==> config.mk <==
export PLATFORM = sky130hd
export DESIGN_NAME = logic_op_issue_flat
export DESIGN_NICKNAME = d
export VERILOG_FILES = /design/src/rtl/logic_op_issue_if.sv /design/src/rtl/logic_op_issue.sv /design/src/flat_wrapper.sv
export SDC_FILE = /design/constraint.sdc
export NUM_CORES = 1
export LEC_CHECK = 0
export ABC_AREA = 1
export ABC_CLOCK_PERIOD_IN_PS = 1800
export BUFFER_PORTS_ARGS = -buffer_cell sky130_fd_sc_hd__clkbuf_2
export CORE_MARGIN = 1.5
export CORE_UTILIZATION = 52
export CTS_CLUSTER_DIAMETER = 50
export DETAILED_ROUTE_END_ITERATION = 7
export HOLD_SLACK_MARGIN = 0.06
export PLACE_DENSITY = 0.74
export SYNTH_ARGS = -nofsm -noshare
export SYNTH_HDL_FRONTEND = slang
export SYNTH_SLANG_ARGS = --single-unit
==> constraint.sdc <==
create_clock -name clk -period 1.8 [get_ports clk]
set_input_delay 0.18 -clock clk [delete_from_list [all_inputs] [get_ports clk]]
set_output_delay 0.18 -clock clk [all_outputs]
set_load 0.02 [all_outputs]
==> src/rtl/logic_op_issue_if.sv <==
// Handshake/bus bundle for the logic_op_issue stage; the out_zero flag is present
// only when LOGIC_OP_ZFLAG_EN is defined.
interface logic_op_issue_if #(
    parameter int DEPTH = 4,
    parameter int CNT_W = 16
);
    localparam int LVL_W = $clog2(DEPTH) + 1;

    logic             in_valid;
    logic             in_ready;
    logic [7:0]       in_a;
    logic [7:0]       in_b;
    logic [1:0]       in_opcode;
    logic             flush;
    logic             out_valid;
    logic             out_ready;
    logic [7:0]       out_result;
    logic [1:0]       out_opcode;
    logic [LVL_W-1:0] level;
    logic [CNT_W-1:0] op_count;
`ifdef LOGIC_OP_ZFLAG_EN
    logic             out_zero;
`endif

    modport master (
        output in_valid,
        output in_a,
        output in_b,
        output in_opcode,
        output flush,
        output out_ready,
        input  in_ready,
        input  out_valid,
        input  out_result,
        input  out_opcode,
        input  level,
        input  op_count
`ifdef LOGIC_OP_ZFLAG_EN
        , input out_zero
`endif
    );

    modport slave (
        input  in_valid,
        input  in_a,
        input  in_b,
        input  in_opcode,
        input  flush,
        input  out_ready,
        output in_ready,
        output out_valid,
        output out_result,
        output out_opcode,
        output level,
        output op_count
`ifdef LOGIC_OP_ZFLAG_EN
        , output out_zero
`endif
    );
endinterface

==> src/rtl/logic_op_issue.sv <==
// Buffered issue stage for the 8-bit logic engine: input FIFO, one-op-per-cycle
// evaluation into a registered output slot, and a completion counter. Optional zero flag under LOGIC_OP_ZFLAG_EN.
module logic_op_issue #(
    parameter int DEPTH = 4,
    parameter int CNT_W = 16
) (
    input logic             clk,
    input logic             rst,
    logic_op_issue_if.slave io_bus
);
    localparam int AW = $clog2(DEPTH);
    localparam int LW = AW + 1;

    typedef struct packed {
        logic [1:0] op;
        logic [7:0] a;
        logic [7:0] b;
    } entry_t;

    function automatic logic [7:0] f_eval(input logic [1:0] op, input logic [7:0] a, input logic [7:0] b);
        logic [7:0] res;
        case (op)
            2'b00:   res = a | b;
            2'b01:   res = ~(a & b);
            2'b10:   res = ~(a | b);
            2'b11:   res = a & b;
            default: res = 8'h00;
        endcase
        return res;
    endfunction

    entry_t           r_mem [DEPTH];
    logic [AW-1:0]    r_wptr;
    logic [AW-1:0]    r_rptr;
    logic [LW-1:0]    r_level;
    logic             r_out_valid;
    logic [7:0]       r_out_result;
    logic [1:0]       r_out_opcode;
    logic [CNT_W-1:0] r_op_count;
`ifdef LOGIC_OP_ZFLAG_EN
    logic             r_out_zero;
`endif

    logic             w_full;
    logic             w_empty;
    logic             w_push;
    logic             w_pop;
    logic             w_hs;
    entry_t           w_head;
    logic [7:0]       w_result;

    // Handshake qualifiers; flush masks every state-changing event of its cycle.
    always_comb begin
        w_full   = (r_level == LW'(DEPTH));
        w_empty  = (r_level == LW'(0));
        w_push   = io_bus.in_valid && !w_full && !io_bus.flush;
        w_pop    = !w_empty && (!r_out_valid || io_bus.out_ready) && !io_bus.flush;
        w_hs     = r_out_valid && io_bus.out_ready && !io_bus.flush;
        w_head   = r_mem[r_rptr];
        w_result = f_eval(w_head.op, w_head.a, w_head.b);
    end

    // FIFO storage; contents need no reset since level gates every read.
    always_ff @(posedge clk) begin
        if (w_push) begin
            r_mem[r_wptr] <= '{op: io_bus.in_opcode, a: io_bus.in_a, b: io_bus.in_b};
        end
    end

    // Pointers and occupancy.
    always_ff @(posedge clk) begin
        if (rst || io_bus.flush) begin
            r_wptr  <= '0;
            r_rptr  <= '0;
            r_level <= '0;
        end else begin
            if (w_push) begin
                r_wptr <= r_wptr + AW'(1);
            end
            if (w_pop) begin
                r_rptr <= r_rptr + AW'(1);
            end
            case ({w_push, w_pop})
                2'b10:   r_level <= r_level + LW'(1);
                2'b01:   r_level <= r_level - LW'(1);
                default: r_level <= r_level;
            endcase
        end
    end

    // Output slot: a load wins over a drain so throughput stays at one op per cycle.
    always_ff @(posedge clk) begin
        if (rst) begin
            r_out_valid  <= 1'b0;
            r_out_result <= 8'h00;
            r_out_opcode <= 2'b00;
`ifdef LOGIC_OP_ZFLAG_EN
            r_out_zero   <= 1'b0;
`endif
        end else if (io_bus.flush) begin
            r_out_valid  <= 1'b0;
`ifdef LOGIC_OP_ZFLAG_EN
            r_out_zero   <= 1'b0;
`endif
        end else if (w_pop) begin
            r_out_valid  <= 1'b1;
            r_out_result <= w_result;
            r_out_opcode <= w_head.op;
`ifdef LOGIC_OP_ZFLAG_EN
            r_out_zero   <= (w_result == 8'h00);
`endif
        end else if (w_hs) begin
            r_out_valid  <= 1'b0;
        end
    end

    // Completed-handshake counter; survives flush, wraps naturally.
    always_ff @(posedge clk) begin
        if (rst) begin
            r_op_count <= '0;
        end else if (w_hs) begin
            r_op_count <= r_op_count + CNT_W'(1);
        end
    end

    assign io_bus.in_ready   = !w_full;
    assign io_bus.out_valid  = r_out_valid;
    assign io_bus.out_result = r_out_result;
    assign io_bus.out_opcode = r_out_opcode;
    assign io_bus.level      = r_level;
    assign io_bus.op_count   = r_op_count;
`ifdef LOGIC_OP_ZFLAG_EN
    assign io_bus.out_zero   = r_out_zero;
`endif
endmodule

==> src/flat_wrapper.sv <==
// flat-port wrapper written by rule: the top's interface ports become plain ports
module logic_op_issue_flat 
#(
    parameter int DEPTH = 4,
    parameter int CNT_W = 16
)
  (clk, rst, io_bus_in_valid, io_bus_in_a, io_bus_in_b, io_bus_in_opcode, io_bus_flush, io_bus_out_ready, io_bus_in_ready, io_bus_out_valid, io_bus_out_result, io_bus_out_opcode, io_bus_level, io_bus_op_count);
  logic_op_issue_if #(.DEPTH(DEPTH), .CNT_W(CNT_W)) io_bus_i ();
  input logic clk;
  input logic rst;
  input wire logic [$bits(io_bus_i.in_valid)-1:0] io_bus_in_valid;
  input wire logic [$bits(io_bus_i.in_a)-1:0] io_bus_in_a;
  input wire logic [$bits(io_bus_i.in_b)-1:0] io_bus_in_b;
  input wire logic [$bits(io_bus_i.in_opcode)-1:0] io_bus_in_opcode;
  input wire logic [$bits(io_bus_i.flush)-1:0] io_bus_flush;
  input wire logic [$bits(io_bus_i.out_ready)-1:0] io_bus_out_ready;
  output wire logic [$bits(io_bus_i.in_ready)-1:0] io_bus_in_ready;
  output wire logic [$bits(io_bus_i.out_valid)-1:0] io_bus_out_valid;
  output wire logic [$bits(io_bus_i.out_result)-1:0] io_bus_out_result;
  output wire logic [$bits(io_bus_i.out_opcode)-1:0] io_bus_out_opcode;
  output wire logic [$bits(io_bus_i.level)-1:0] io_bus_level;
  output wire logic [$bits(io_bus_i.op_count)-1:0] io_bus_op_count;
  assign io_bus_i.in_valid = io_bus_in_valid;
  assign io_bus_i.in_a = io_bus_in_a;
  assign io_bus_i.in_b = io_bus_in_b;
  assign io_bus_i.in_opcode = io_bus_in_opcode;
  assign io_bus_i.flush = io_bus_flush;
  assign io_bus_i.out_ready = io_bus_out_ready;
  assign io_bus_in_ready = io_bus_i.in_ready;
  assign io_bus_out_valid = io_bus_i.out_valid;
  assign io_bus_out_result = io_bus_i.out_result;
  assign io_bus_out_opcode = io_bus_i.out_opcode;
  assign io_bus_level = io_bus_i.level;
  assign io_bus_op_count = io_bus_i.op_count;
  logic_op_issue #(.DEPTH(DEPTH), .CNT_W(CNT_W)) u_core (.clk(clk), .rst(rst), .io_bus(io_bus_i));
endmodule
# [Yosys cells after proc, flatten, opt, wreduce, memory -nomap -nowiden]
# Memory sizes are Yosys's and may differ from the RTL's. A register that Yosys moved wholly into a read port is not among the register bits.
# Index checks and enable logic that the tools add are counted.
[totals] register_bits=34 latch_bits=0 ram_bits=72 rom_bits=0 inputBits=23 out_inout_bits=31 word_cells=50 n_memories=1
[op_classes] addsub=5 mul=0 div=0 n_lt_le_gt_ge=0 eq_ne=6 shift=0 mux=8 bitwise=5 n_reduce_logical=18
[memory_table] name="u_core.r_mem" depth=4 word_bits=18 read_ports=1 rd_clocked_by_memory_dff=1 wr=1 line_no="logic_op_issue.sv:32" text="entry_t r_mem [DEPTH];"
[op_table] cell="$pmux 8 s4" count=1
[op_table] cell="$add 16x1->16 const B" count=1
[op_table] cell="$not 8->8" count=2
[op_table] cell="$and 8x8->8" count=1
[op_table] cell="$or 8x8->8" count=1
[op_table] cell="$eq 2x2->1 const B" count=3
[op_table] cell="$logic_and 1x1->1" count=6
[op_table] cell="$pmux 3 s2" count=1
[op_table] cell="$add 2x1->2 const B" count=2
[op_table] cell="$eq 2x1->1 const B" count=2
[op_table] cell="$logic_not 1->1" count=4
[op_table] cell="$mux 1" count=4
[op_table] cell="$mux 2" count=2
[op_table] cell="$reduce_bool 2->1" count=2
[op_table] cell="$add 3x1->3 const B" count=1
[op_table] cell="$eq 3x3->1 const B" count=1
[op_table] cell="$logic_not 3->1" count=1
[op_table] cell="$sub 3x1->3 const B" count=1
[op_table] cell="$logic_not 2->1" count=1
[op_table] cell="$logic_or 1x1->1" count=2
[op_table] cell="$reduce_and 2->1" count=1
[op_table] cell="$reduce_or 2->1" count=1
[op_table] cell="$not 1->1" count=1

# [Depth between registers and ports, before layout]
[depth] depth_word=6 depth_mapped=12 depth_no_buf=12

# [Least setup slack after synthesis]
# Ideal clock, no wire load.
[synth_path] path_kind="register -> register" from="register u_core.r_level[0] (netlist: u_core.io_bus.level[0])" to="memory u_core.r_mem[0][0] in the netlist's numbering (enable)" setup_time_ps=393 t_arrival_ps=1907 t_required_ps=1407 setup_slack_ps=-499 path_stages_with_launch=6 n_path_buf=0 synth_period_minus_slack_ps=2299 cell_sequence="dfxtp_1 inv_1 nand3_1 and2_1 nand2_1 nor2_1"
[synth_between] elab_chain_cells=6
[synth_lines] element="start: declaration" line_no="logic_op_issue.sv:35" text="logic [LW-1:0] r_level;"
[synth_lines] element="start signal: assignment" line_no="logic_op_issue.sv:84" text="2'b10: r_level <= r_level + LW'(1);"
[synth_lines] element="start signal: assignment" line_no="logic_op_issue.sv:85" text="2'b01: r_level <= r_level - LW'(1);"
[synth_lines] element="start signal: assignment" line_no="logic_op_issue.sv:86" text="default: r_level <= r_level;"
[synth_lines] element="$eq 3x3->1" line_no="logic_op_issue.sv:54" text="w_full = (r_level == LW'(DEPTH));"
[synth_lines] element="$logic_not 1->1"
[synth_lines] element="named net io_bus_in_ready" line_no="flat_wrapper.sv:17" text="output wire logic [$bits(io_bus_i.in_ready)-1:0] io_bus_in_ready;"
[synth_lines] element="$logic_and 1x1->1 (2 in series)" line_no="logic_op_issue.sv:56" text="w_push = io_bus.in_valid && !w_full && !io_bus.flush;"
[synth_lines] element="$mux 1" line_no="logic_op_issue.sv:65" text="if (w_push) begin"
[synth_lines] element="$mux 1 (implied by the code)" line_no="logic_op_issue.sv:66" text="r_mem[r_wptr] <= '{op: io_bus.in_opcode, a: io_bus.in_a, b: io_bus.in_b};"
[synth_lines] element="end: declaration" line_no="logic_op_issue.sv:32"
# The timed path passes the listed nets, and every way through them passes these cells.

# [Worst setup path in the final report]
[layout_path] from="register u_core.r_level[1] (netlist: u_core.io_bus.level[1])" to="register u_core.r_level[2] (netlist: u_core.io_bus.level[2])"
[layout_between] elab_chain_cells=6 elab_cells_between_ends=14 classes_between="add/sub (2); eq/ne (3); mux (1); reduce/logical (8)"
[layout_lines] element="$eq 3x3->1 / $logic_not 3->1 (equally long branches)" line_no="logic_op_issue.sv:54, logic_op_issue.sv:55"
[layout_lines] element="$logic_not 1->1, on equally long branches" line_no="logic_op_issue.sv:56, logic_op_issue.sv:57"
[layout_lines] element="$logic_and 1x1->1, on equally long branches (2 in series)" line_no="logic_op_issue.sv:56, logic_op_issue.sv:57"
[layout_lines] element="$eq 2x1->1 / $eq 2x2->1 (equally long branches)" line_no="logic_op_issue.sv:83" text="case ({w_push, w_pop})"
[layout_lines] element="$pmux 3 s2 / $reduce_bool 2->1 (equally long branches)"
# Parallel ways exist; a longest one is shown, timed or not.
# A chain may end at the register's enable or synchronous reset.

==> implementation parameters <==
Parameter                              Value

Clocking
  TritonCTS clock tree    done
  Clock net sink count    108
  CTS clk-pin slew, worst paths    0.10 ns
  Clk_lat worst skew    0.36 ns
  Root cell of the clock tree    clkbuf_8
  Buffer depth of the longest clock path    2
  Clock H-tree levels    3
  CTS Buf Count    9

STA
  Setup repair after global routing missed its margin    true
  Number of max-slew violations in the final report    0
  Worst slew margin    0.678
  Tightest Pin Transition    0.482 ns
  Shortest clock period the worst path allows after layout    1.76 ns
  Final Skew    0.0119 ns
  Achievable frequency    569 MHz
  Final period utilization    0.976
  Final sum of negative setup slack    0 ns
  Final Hold Vio Count    0
  Count of final setup violators    0

Placement
  Final Wtd Congestion    0.841
  Input/output buffers    53
  Detailed-placement wirelength estimate    6770 um

Global route
  Largest net degree at the start of global routing    33
  First-pass GRT wire length    16600 um
  Global-route usage over all layers    0.214
  Number of antenna violations at the first check in global routing    0
  Total gr overflow    0
  Number of global-route vias before repair    3444

Die
  Height of the die    98.9 um
  Core region area    0.00881 sq mm
  Initial core utilization    0.544
  Row Count    34
  Die outline area    0.00979 sq mm
  X dimension of the die    98.9 um
  Number of top-level design ports    54

Yosys
  Cell types with the largest area share after synthesis    edfxtp_1 45%, nand2_1 17%, dfxtp_1 15%
  Sequential cell area fraction in the yosys report    0.602
  Number of flops mapped to enable cells by yosys    72
  Synth cell count leaders    213 x nand2_1, 72 x edfxtp_1, 49 x nand3_1, 47 x inv_1, 39 x a21oi_1
  Synthesized area    0.00479 sq mm
  Synth Register Bits    108
  Nets in the synthesized netlist    576
  Leading area contributor after synthesis    edfxtp_1
  Largest family of logic cells by synthesized area    simple AND/OR/NAND/NOR gates
  Yosys top cell area share    0.452
  Synth Area in Compound Gates    0.0651
  Count leader, synth    nand2_1
  Adder-cell area share of the yosys netlist    0.0199
  Area fraction in and, or, nand and nor cells after synthesis    0.255
  Main synth FF type    edfxtp_1
  Xor and xnor area share after synthesis    0
  Async set-reset flop share out of synthesis    0
  Mean instance size in the synthesized netlist    8.77 sq um
  Count of unique library cells instantiated by Yosys    21
  Number of instances in the synthesized netlist    546
  Fraction of synthesized area in multiplexers    0
  Yosys synthesis warning count    0

Layout
  Ant. Diodes    0
  Layout cell share with drive strength beyond 1    0.180
  Synth-to-Final Area Change    20.7%
  Layout filler cell count    699
  Count of nets after finishing    664
  Utilization of the core after routing    0.656

Critical path
  Endpoint arrival time on the critical path    2.02 ns
  Maximum cell stage delay along the critical path    0.37 ns
  Beginning of the worst register-to-register path    u_core.io_bus.level[1]$_SDFFE_PP0P_
  Critical path cell sequence    inv_4 > nand3_4 > and2_4 > nand2_4 > ha_4 > inv_4 > fa_2 > a21oi_2 > o21ai_1 > o21ai_1 > a21oi_1
  Kind of end point of the critical path    flip-flop
  Timing startpoint of the critical path    u_core.io_bus.level[1]$_SDFFE_PP0P_
  Slowest cell on the critical path    dfxtp_4
  Crit path required time    2.06 ns
  Largest fanout on the critical path    3
  CP startpoint kind    flip-flop
  Critical setup path kind    flip-flop to flip-flop

Route
  Vias per Instance    5.17
  DRC    6
  Count of antenna-violating nets left after detailed routing    0
  Drt first pass iters    7
  Total wire length    9990 um
  Post-DR wirelength/cell    13.4 um
  Vias    3860
  Detailed Route Iter0 Violations    248

Pwr
  Power density normalized to cell area    787 mW/mm^2
  P_leak    2.46 nW
  Peak VDD IR    0.539 mV

Status
  Failing checks    design-rule violations
  Outcome    complete, but fails checks

Hold path
  Hold crit path type    primary input to flip-flop
  HP Start    rst

Job
  Total of max-cap violations    0
## kinds of logic (layout without fill, tap and decap cells)
| kind of cell | Yosys count | count (layout) |
|---|---|---|
| simple gates | 303 | 303 |
| buf+inv | 66 | 158 |
| flops | 108 | 108 |
| fa+ha+maj | 7 | 7 |
| compound gates | 62 | 62 |
## path summary, 6_finish.rpt
| path | end | slack [ns] | cells after the start |
|---|---|---|---|
| worst max-delay path | u_core.io_bus.level[2]$_SDFFE_PP0P_ | 0.04 | 11 |
| worst min-delay path | u_core.io_bus.op_count[15]$_SDFFE_PP0P_ | 0.08 | 2 |
| worst max register to register | u_core.io_bus.level[2]$_SDFFE_PP0P_ | 0.04 | 11 |
| worst min register to register | u_core.r_rptr[1]$_SDFFE_PP0P_ | 0.48 | 2 |
## power by group
group	leakage, nW	internal (W)	switching (W)	total (W)
clock network	0.0971	0.000639	0.000792	0.00143
logic	1.42	0.000160	0.000247	0.000407
registers	0.948	0.00269	0.0000226	0.00271
## area by class of cell
cell class / count / area (sq um) / share of cell area
clock buffer: 9 / 124 / 0.0214
multi-input combinational: 372 / 1690 / 0.292
sequential: 108 / 2890 / 0.501
tap: 108 / 135 / 0.0234
inverter: 50 / 203 / 0.0351
timing repair buffer: 93 / 673 / 0.116
clock inverter: 6 / 65.1 / 0.0113
## state kept, by name, indices dropped and copies added (netlist names), named ones only
signal,count
u_core.io_bus.out_result,8
u_core.r_wptr,2
u_core.io_bus.op_count,16
u_core.io_bus.out_opcode,2
u_core.io_bus.level,3
u_core.r_mem,72
u_core.io_bus.out_valid,1
u_core.r_rptr,2
## timing repair
item	CTS	global route
endpoints found under the setup margin	0	10
hold endpoints to repair	72	0
hold buffers	18	0
setup buffers	0	6
resized for setup	0	8
## metal layers
| metal | vias to the layer above | GRT usage | part of all wire |
|---|---|---|---|
| met4 | 0 | 0.0451 | 0.0089 |
| met5 | - | 0 | 0 |
| met2 | 107 | 0.366 | 0.48 |
| met1 | 1786 | 0.289 | 0.46 |
| li1 | 1958 | - | - |
| met3 | 9 | 0.0397 | 0.052 |
## cells in the final DEF (no fill, tap or decap), types with 2 or more instances in the layout
master / netlist / layout
clkbuf_2: 0 / 53
inv_1: 47 / 44
a21oi_1: 39 / 38
nor3_1: 5 / 5
buf_4: 2 / 17
inv_2: 3 / 2
o21ai_0: 22 / 20
inv_4: 0 / 2
o21ai_1: 0 / 2
nor2_1: 30 / 25
ha_1: 6 / 5
dlygate4sd3_1: 0 / 18
clkbuf_8: 0 / 9
dfxtp_4: 0 / 2
dfxtp_1: 36 / 32
clkinv_4: 0 / 4
nor2_2: 0 / 5
nand3_1: 49 / 48
buf_12: 0 / 5
nand2_1: 213 / 210
dfxtp_2: 0 / 2
edfxtp_1: 72 / 72
nand2_2: 3 / 5
## through the flow
step	hold WS [ns]	power, W	cells	worst slack (ns)	instance area, sq um
finish	0.0788	0.00455	746	0.0432	5780
global route	0.0733	0.00475	746	-0.0465	5780
detailed placement	0.401	0.00313	707	0.0720	5350
floorplan	0.249	0.00299	546	-0.00412	4850
CTS	0.0648	0.00457	740	0.0540	5720
global placement	0.395	0.00312	707	0.114	5350
## worst max-delay path: cells and delay by family, from the launching register on
| kind | cells | cell delay, ns |
|---|---|---|
| adder cells (fa/ha/maj) | 2 | 0.50 |
| AO/OA/AOI/OAI | 4 | 0.39 |
| AND/OR/NAND/NOR | 3 | 0.28 |
| flip-flops | 1 | 0.37 |
| buffers and inverters | 2 | 0.09 |
Note: power is estimated with default switching activity, not from simulation.
